===== config.mk =====
export PLATFORM = sky130hd
export DESIGN_NAME = id_frame_responder
export DESIGN_NICKNAME = d
export VERILOG_FILES = /design/src/rtl/id_frame_pkg.sv /design/src/rtl/id_frame_check.sv /design/src/rtl/id_frame_responder.sv
export SDC_FILE = /design/constraint.sdc
export NUM_CORES = 1
export LEC_CHECK = 0
export BUFFER_PORTS_ARGS = -buffer_cell sky130_fd_sc_hd__buf_2
export CAP_MARGIN = 20
export CORE_MARGIN = 1
export CORE_UTILIZATION = 40
export DETAILED_ROUTE_END_ITERATION = 16
export PLACE_DENSITY = 0.69
export SLEW_MARGIN = 10
export SYNTH_ARGS = -nofsm -noshare
export SYNTH_HDL_FRONTEND = slang
export SYNTH_SLANG_ARGS = --single-unit

===== constraint.sdc =====
create_clock -name div_8_clk -period 3.15 [get_ports div_8_clk]
set_input_delay 0.315 -clock div_8_clk [delete_from_list [all_inputs] [get_ports div_8_clk]]
set_output_delay 0.315 -clock div_8_clk [all_outputs]
set_load 0.05 [all_outputs]

===== src/rtl/id_frame_pkg.sv =====
// id_frame_pkg: shared definitions for the stack chip-ID assignment frame.
// Used by id_frame_responder, id_frame_check and the self-test sequencer.
package id_frame_pkg;

  // Fixed frame constants
  localparam logic [3:0]  FRAME_HEADER = 4'hA;
  localparam logic [15:0] FRAME_MARKER = 16'hBEEF;

  // Field bit positions, MSB first: header | power | sender | offered | marker
  localparam int HDR_MSB = 31;
  localparam int HDR_LSB = 28;
  localparam int PWR_MSB = 27;
  localparam int PWR_LSB = 24;
  localparam int SND_MSB = 23;
  localparam int SND_LSB = 20;
  localparam int OFF_MSB = 19;
  localparam int OFF_LSB = 16;
  localparam int MRK_MSB = 15;
  localparam int MRK_LSB = 0;

  // Responder handshake states
  typedef enum logic [1:0] {
    ST_HUNT   = 2'd0,
    ST_TURN   = 2'd1,
    ST_ACK    = 2'd2,
    ST_LOCKED = 2'd3
  } state_e;

  // Assemble a complete frame word from its variable fields
  function automatic logic [31:0] build_frame(input logic [3:0] power,
                                              input logic [3:0] sender_id,
                                              input logic [3:0] offered_id);
    return {FRAME_HEADER, power, sender_id, offered_id, FRAME_MARKER};
  endfunction

endpackage


===== src/rtl/id_frame_check.sv =====
// id_frame_check: combinational decode of a received ID-assignment word.
// A word is marked when qualified and carrying the marker; a marked word is
// valid when its header matches and it offers sender+1 without wrapping to 0.
module id_frame_check
  import id_frame_pkg::*;
(
  input  logic        rx_valid_i,
  input  logic [31:0] rx_data_i,
  output logic        frame_valid_o,
  output logic        frame_reject_o,
  output logic [3:0]  offered_id_o,
  output logic [3:0]  power_o
);

  logic       marked;
  logic       fields_ok;
  logic [3:0] sender_id;

  assign sender_id    = rx_data_i[SND_MSB:SND_LSB];
  assign offered_id_o = rx_data_i[OFF_MSB:OFF_LSB];
  assign power_o      = rx_data_i[PWR_MSB:PWR_LSB];

  assign marked    = rx_valid_i && (rx_data_i[MRK_MSB:MRK_LSB] == FRAME_MARKER);
  // Offer must be exactly sender+1 in 4 bits; a wrap from F to 0 is illegal
  assign fields_ok = (rx_data_i[HDR_MSB:HDR_LSB] == FRAME_HEADER) &&
                     (offered_id_o == sender_id + 4'd1) &&
                     (offered_id_o != 4'h0);

  assign frame_valid_o  = marked && fields_ok;
  assign frame_reject_o = marked && !fields_ok;

endmodule


===== src/rtl/id_frame_responder.sv =====
// id_frame_responder: upper-layer end of the chip-ID assignment handshake.
// Adopts the ID offered by the layer below, acks it after a fixed turnaround,
// then holds it, re-acking initiator retries of the same ID.
// Optional build macro: ID_RESP_ERRCNT_EN adds an 8-bit saturating err_count
// output counting frame_err pulses.
module id_frame_responder
  import id_frame_pkg::*;
#(
  parameter int TURNAROUND = 4,  // 0..15 idle cycles before the ack
  parameter int ACK_LEN    = 2   // 1..4 cycles of tx_valid per ack
) (
  input  logic        div_8_clk,
  input  logic        rst,
  input  logic        rx_valid,
  input  logic [31:0] rx_data,
  output logic        tx_valid,
  output logic [31:0] tx_data,
  output logic [3:0]  chip_id,
  output logic        id_valid,
  output logic [3:0]  power_level,
  output logic        frame_err
`ifdef ID_RESP_ERRCNT_EN
  ,
  output logic [7:0]  err_count
`endif
);

  localparam logic [3:0] TURN_LOAD = 4'(TURNAROUND);
  localparam logic [1:0] ACK_LOAD  = 2'(ACK_LEN - 1);

  state_e      state_q;
  logic [3:0]  turn_cnt_q;
  logic [1:0]  ack_cnt_q;
  logic        tx_valid_q;
  logic [31:0] tx_data_q;
  logic [3:0]  chip_id_q;
  logic        id_valid_q;
  logic [3:0]  power_q;
  logic        frame_err_q;
  logic        frame_err_d;

  logic        frame_valid;
  logic        frame_reject;
  logic [3:0]  offered_id;
  logic [3:0]  frame_power;

  id_frame_check u_check (
    .rx_valid_i    (rx_valid),
    .rx_data_i     (rx_data),
    .frame_valid_o (frame_valid),
    .frame_reject_o(frame_reject),
    .offered_id_o  (offered_id),
    .power_o       (frame_power)
  );

  // Rejects count only while listening: malformed frames in HUNT or LOCKED,
  // and in LOCKED any valid frame offering an ID other than the adopted one
  always_comb begin
    frame_err_d = 1'b0;
    if (state_q == ST_HUNT) begin
      frame_err_d = frame_reject;
    end else if (state_q == ST_LOCKED) begin
      frame_err_d = frame_reject || (frame_valid && (offered_id != chip_id_q));
    end
  end

  // Handshake FSM with all outputs registered; reset aborts any ack at once
  always_ff @(posedge div_8_clk) begin
    if (rst) begin
      state_q     <= ST_HUNT;
      turn_cnt_q  <= 4'd0;
      ack_cnt_q   <= 2'd0;
      tx_valid_q  <= 1'b0;
      tx_data_q   <= 32'd0;
      chip_id_q   <= 4'd0;
      id_valid_q  <= 1'b0;
      power_q     <= 4'd0;
      frame_err_q <= 1'b0;
    end else begin
      // NOTE: non-blocking assignments keep every register reading pre-edge
      // values, so statement order inside this block does not matter.
      frame_err_q <= frame_err_d;
      case (state_q)
        ST_HUNT: begin
          if (frame_valid) begin
            chip_id_q  <= offered_id;
            power_q    <= frame_power;
            id_valid_q <= 1'b1;
            turn_cnt_q <= TURN_LOAD;
            state_q    <= ST_TURN;
          end
        end
        ST_TURN: begin
          if (turn_cnt_q == 4'd0) begin
            ack_cnt_q  <= ACK_LOAD;
            tx_valid_q <= 1'b1;
            tx_data_q  <= build_frame(power_q, chip_id_q, chip_id_q + 4'd1);
            state_q    <= ST_ACK;
          end else begin
            turn_cnt_q <= turn_cnt_q - 4'd1;
          end
        end
        ST_ACK: begin
          if (ack_cnt_q == 2'd0) begin
            tx_valid_q <= 1'b0;
            tx_data_q  <= 32'd0;
            state_q    <= ST_LOCKED;
          end else begin
            ack_cnt_q <= ack_cnt_q - 2'd1;
          end
        end
        ST_LOCKED: begin
          // Retry of the adopted ID at a new power level: re-ack it
          if (frame_valid && (offered_id == chip_id_q)) begin
            power_q    <= frame_power;
            turn_cnt_q <= TURN_LOAD;
            state_q    <= ST_TURN;
          end
        end
        default: state_q <= ST_HUNT;
      endcase
    end
  end

`ifdef ID_RESP_ERRCNT_EN
  logic [7:0] err_count_q;

  // Saturating tally of rejected frames, stuck at 255 once full
  always_ff @(posedge div_8_clk) begin
    if (rst) begin
      err_count_q <= 8'd0;
    end else if (frame_err_d && (err_count_q != 8'hFF)) begin
      err_count_q <= err_count_q + 8'd1;
    end
  end

  assign err_count = err_count_q;
`endif

  assign tx_valid    = tx_valid_q;
  assign tx_data     = tx_data_q;
  assign chip_id     = chip_id_q;
  assign id_valid    = id_valid_q;
  assign power_level = power_q;
  assign frame_err   = frame_err_q;

endmodule


Word-level counts from Yosys, hierarchy flattened
Index checks and enable logic that the tools add are counted.
{ "totals": {"reg_bits": 51, "input_bits": 35, "out_inout_bits": 43, "elab_cells": 72} }
{ "op_classes": {"add_sub_neg": 4, "n_eq_ne": 14, "muxes": 23, "n_reduce_logical": 22} }
{ "op_table": {"columns": ["operator", "n"], "rows": [
  ["two-way mux 32 bit", 2],
  ["one-hot mux 32 bit (2 select lines)", 1],
  ["two-way mux 4 bit", 5],
  ["equality test 16 bit, second input constant", 1],
  ["two-way mux 2 bit", 6],
  ["one-hot mux 4 bit (3 select lines)", 1],
  ["!= test 2 bit, second input constant", 5],
  ["AND reduction 3 bit", 3],
  ["adder 4 x 1 -> 4 bit, second input constant", 2],
  ["equality test 4 bit", 2],
  ["one-hot mux 2 bit (4 select lines)", 1],
  ["one-hot mux 4 bit (2 select lines)", 1],
  ["AND reduction 4 bit", 2],
  ["logical AND 1 bit", 7],
  ["equality test 2 bit, second input constant", 2],
  ["equality test 4 bit, second input constant", 1],
  ["zero test 2 bit", 2],
  ["zero test 4 bit", 1],
  ["two-way mux 1 bit", 4],
  ["!= test 4 bit", 1],
  ["one-hot mux 2 bit (2 select lines)", 1],
  ["nonzero test 2 bit", 2],
  ["nonzero test 4 bit", 1],
  ["subtractor 4 x 1 -> 4 bit, second input constant", 1],
  ["8 further kinds", 8]
]} }

Longest topological paths before layout
{ "depth": {"ltp_word": 9, "mapped_depth": 9, "mapped_depth_nobuf": 8} }

By module
Synthesis repeated with hierarchy kept, for this count alone.
{ "unflattened": {"cells_unflattened": 228, "hier_area_um2": 1976.9} }
{ "modules_own_cells": {"columns": ["mod", "n_inst", "cells_per_inst", "area_each_um2", "seq_area_each_um2"], "rows": [
  ["id_frame_responder", 1, 200, 1751.7, 620.6],
  ["id_frame_check", 1, 28, 225.2, 0.0]
]} }

Worst setup path before layout
Ideal clock, no wire load.
{ "synth_path": {"kind": "flip-flop to flip-flop", "startpoint": "register chip_id_q[1] (netlist: chip_id[1])", "endpoint": "register turn_cnt_q[3]", "setup_ns": 0.117, "t_arrival_ns": 2.004, "t_required_ns": 3.033, "path_slack_ns": 1.028, "stages_incl_launch_ff": 7, "n_path_buf": 0, "period_less_slack_ns": 2.122, "path_cell_list": "dfxtp_1 > xor2_1 > o41ai_2 > nand4_1 > o21ai_4 > nand2_1 > a32o_1"} }
{ "synth_between": {"elab_chain_cells": 4} }
{ "synth_rtl": {"columns": ["item", "line_no", "text"], "rows": [
  ["start, declared", "id_frame_responder.sv:36", "logic [3:0] chip_id_q;"],
  ["start signal, assigned", "id_frame_responder.sv:86", "chip_id_q <= offered_id;"],
  ["equality test 4 bit", "id_frame_responder.sv:114", "if (frame_valid && (offered_id == chip_id_q)) begin"],
  ["logical AND 1 bit", "id_frame_responder.sv:114", null],
  ["!= test 2 x 1 -> 1 bit (no source line)", null, null],
  ["AND reduction 4 bit (no source line)", null, null],
  ["end signal, assigned", "id_frame_responder.sv:100", "turn_cnt_q <= turn_cnt_q - 4'd1;"],
  ["end, declared", "id_frame_responder.sv:32", "logic [3:0] turn_cnt_q;"]
]} }
Every way passes these cells.
A chain may end at the register's enable or synchronous reset.

Worst setup path in the final report
{ "layout_path": {"startpoint": "register state_q[1]", "endpoint": "register tx_data_q[19] (netlist: tx_data[19])"} }
{ "layout_between": {"elab_chain_cells": 3, "word_cells_on_any_way": 7, "cone_classes": "eq/ne (4); mux (1); reduce/logical (2)"} }
{ "layout_rtl": {"columns": ["item", "line_no", "text"], "rows": [
  ["start, declared", "id_frame_responder.sv:31", "state_e state_q;"],
  ["start signal, assigned", "id_frame_responder.sv:70", "state_q <= ST_HUNT;"],
  ["start signal, assigned", "id_frame_responder.sv:90", "state_q <= ST_TURN;"],
  ["start signal, assigned", "id_frame_responder.sv:98", "state_q <= ST_ACK;"],
  ["equality test 2 bit or equality test 2 x 1 -> 1 bit (tied branches)", "id_frame_responder.sv:83", "case (state_q)"],
  ["!= test 2 bit (no source line) or nonzero test 2 bit (tied branches)", null, null],
  ["AND reduction 3 bit (no source line)", null, null],
  ["end signal, assigned", "id_frame_responder.sv:97", "tx_data_q <= build_frame(power_q, chip_id_q, chip_id_q + 4'd1);"],
  ["end, declared", "id_frame_responder.sv:35", "logic [31:0] tx_data_q;"]
]} }
Parallel ways exist; a longest one is shown, timed or not.

==> metrics <==
clock-pin slew on the worst setup and hold paths 0.07 ns; TritonCTS Buffers 5; htree depth 2; Gate Count Post-Synth 197; Reg area 621 um2; #FFs+latches synth 31; DR DRC count 0; Slew @ Worst Pin 0.903 ns; per-cell routed wire length ~13 um; die width 68.8 um; setup_tns 0 ns; Period minus WS final 2.27 ns; Final Worst Setup Slack 0.879 ns; worst-path maximum fanout 13; DR pass1 iterations 4; PortBufs 72; core box area 0.00414 mm2; Row Count 23; Power Density 423 mW/mm2; vias in the first global route approximately 1400; synth top area cells dfxtp_1 35%, buf_4 8.4%, ha_1 6.3%; Vias/cell 5.02; Nets between 200 and 300; post-CTS setup repair buffer count 0; hold_buf cts 0; slew margin rel. 0.394; WHS approximately 0.26 ns; Congestion Overflow GR 0; placed cell count 298; DPL Wire Length around 2800 um; clk root buf clkbuf_8; Crit Path Category reg2reg; Layout area overhead 22.6%; Placed Area 0.00206 mm2; clk buf depth 2; clock sinks 31; n_diodes 0; CP max-delay cell o21ai_1; count of cell types in the netlist 43; hold crit path type in2reg; die area 0.00474 mm2; final-report setup violation count 0; Placement Setup Slack 0.896 ns; Syn Std Cell Area roughly 0.0018 mm2; area occupied by multi-input gates 970 um2; crit path cell chain inv_1, ha_1, a21boi_1, a21oi_1, o21ai_1, a22oi_1, nor2_1; syn_area_per_cell 9.07 um2; warnings from Yosys 0; WP data arrival 2.50 ns; register area share after synthesis 0.347; share of cells above drive strength 1 0.348; RSZ-0062 raised after global routing false; cell area after layout 0.00219 mm2; Final ANT Viol Nets 0; Fillers 402; Initial Util 0.431; Final period util 0.721; WP data required around 3.4 ns; # IOs 78; crit end category flop; post_cts resized 0; most common cell after layout, fill and taps aside buf_2; status completed; Final Hold Vio Count 0; most frequent cells in the layout 72 x buf_2, 31 x dfxtp_1, 27 x nor2_1; Die Y between 60 and 70 um; Clock Latency Late Sink 0.28 ns; Slowest Stage Delay on Critical Path ~0.52 ns; DRT iter0 DRCs 55; clock skew 0.00305 ns; post-synth top area cell dfxtp_1; Yosys top cell area share 0.347; pin count of the biggest net entering global routing 32; Total GRT Usage 0.177; Leak 1.04 nW; first-pass GRT wire length 6140 um; drt total wl around 3800 um; vias 1536; startpoint types flop; Layout Cells excl Fill 306; fmax roughly 0.44 GHz; worst vdd ir ~0.23 mV; Final Max Tran Viols 0; Max Cap Violations 0; initial antenna violation count 0; CTS tree done; GPL Wtd Cong 0.740
-- worst max-delay path, delay by kind of cell (launching register included) --
| kind | cells | cell delay, ns |
|---|---|---|
| compound gates | 4 | 1.29 |
| simple gates | 1 | 0.11 |
| buf+inv | 1 | 0.11 |
| fa+ha+maj | 1 | 0.34 |
| flops | 1 | 0.35 |
-- logic make-up after synthesis --
| family | share of synthesized area |
|---|---|
| AO/OA/AOI/OAI | 0.186 |
| AND/OR/NAND/NOR | 0.171 |
| flip-flops | 0.347 |
| XOR/XNOR | 0.0567 |
| adder cells (fa/ha/maj) | 0.0630 |
| other | 0.00210 |
| multiplexers | 0.0560 |
| buffers and inverters | 0.118 |
-- stage by stage --
stage | utilization | power [mW]
final | 0.529 | 0.928
after global placement | 0.497 | 0.464
after detailed placement | 0.497 | 0.465
after global routing | 0.529 | 0.962
after CTS | 0.529 | 0.938
after floorplan | - | 0.442
-- path summary, 6_finish.rpt --
kind	start	to	slack, ns	cells past startpoint
hold / removal	rx_data[25]	power_level[1]	0.26	3
hold reg to reg	id_valid	id_valid	0.45	2
setup / recovery	state_q[1]	tx_data[19]	0.88	7
setup reg to reg	state_q[1]	tx_data[19]	0.88	7
-- registers in the layout, indices dropped and copies added (netlist names) --
signal       cells
tx_data         13
state_q          2
turn_cnt_q       4
frame_err        1
power_level      4
ack_cnt_q        2
chip_id          4
id_valid         1
-- cell usage after synthesis (all sizes together) --
library cell	n
a22oi	11
a211oi	2
xnor2	2
a21boi	1
nor2	27
or3	3
o41ai	2
o21ai	5
ha	9
clkbuf	5
and2	1
nand2	7
dfxtp	31
inv	10
o21bai	1
a211o	1
nor3	3
xor2	7
nor3b	2
a21oi	10
nand4b	2
nand4	4
conb	1
nor4bb	1
o31ai	1
a31oi	1
xnor3	1
nor2b	4
buf	21
nand3b	1
a311oi	2
a32o	1
o32ai	1
nand2b	1
mux2i	10
nand3	5
-- report_power, final --
part | switching, mW | internal [mW] | total, mW
registers | 0.0000253 | 0.392 | 0.392
clock network | 0.156 | 0.316 | 0.472
logic | 0.0379 | 0.0262 | 0.0640
total | 0.193 | 0.734 | 0.928
-- area by class of cell --
type / count / share of cell area
Clock buffer: 6 / 0.0331
Sequential cell: 31 / 0.283
Tap cell: 50 / 0.0286
Timing Repair Buffer: 73 / 0.168
Inverter: 10 / 0.0171
Multi-Input combinational cell: 134 / 0.443
Clock inverter: 2 / 0.0274
-- metal layers --
metal | GRT usage | wire length (um) | up-vias
li1 | - | - | 780
met1 | 0.213 | 1720 | 705
met2 | 0.295 | 1830 | 49
met3 | 0.0592 | 253 | 2
met4 | 0.0612 | 25 | 0
met5 | 0 | 0 | -
No activity file was read; power rests on OpenSTA's default activity.
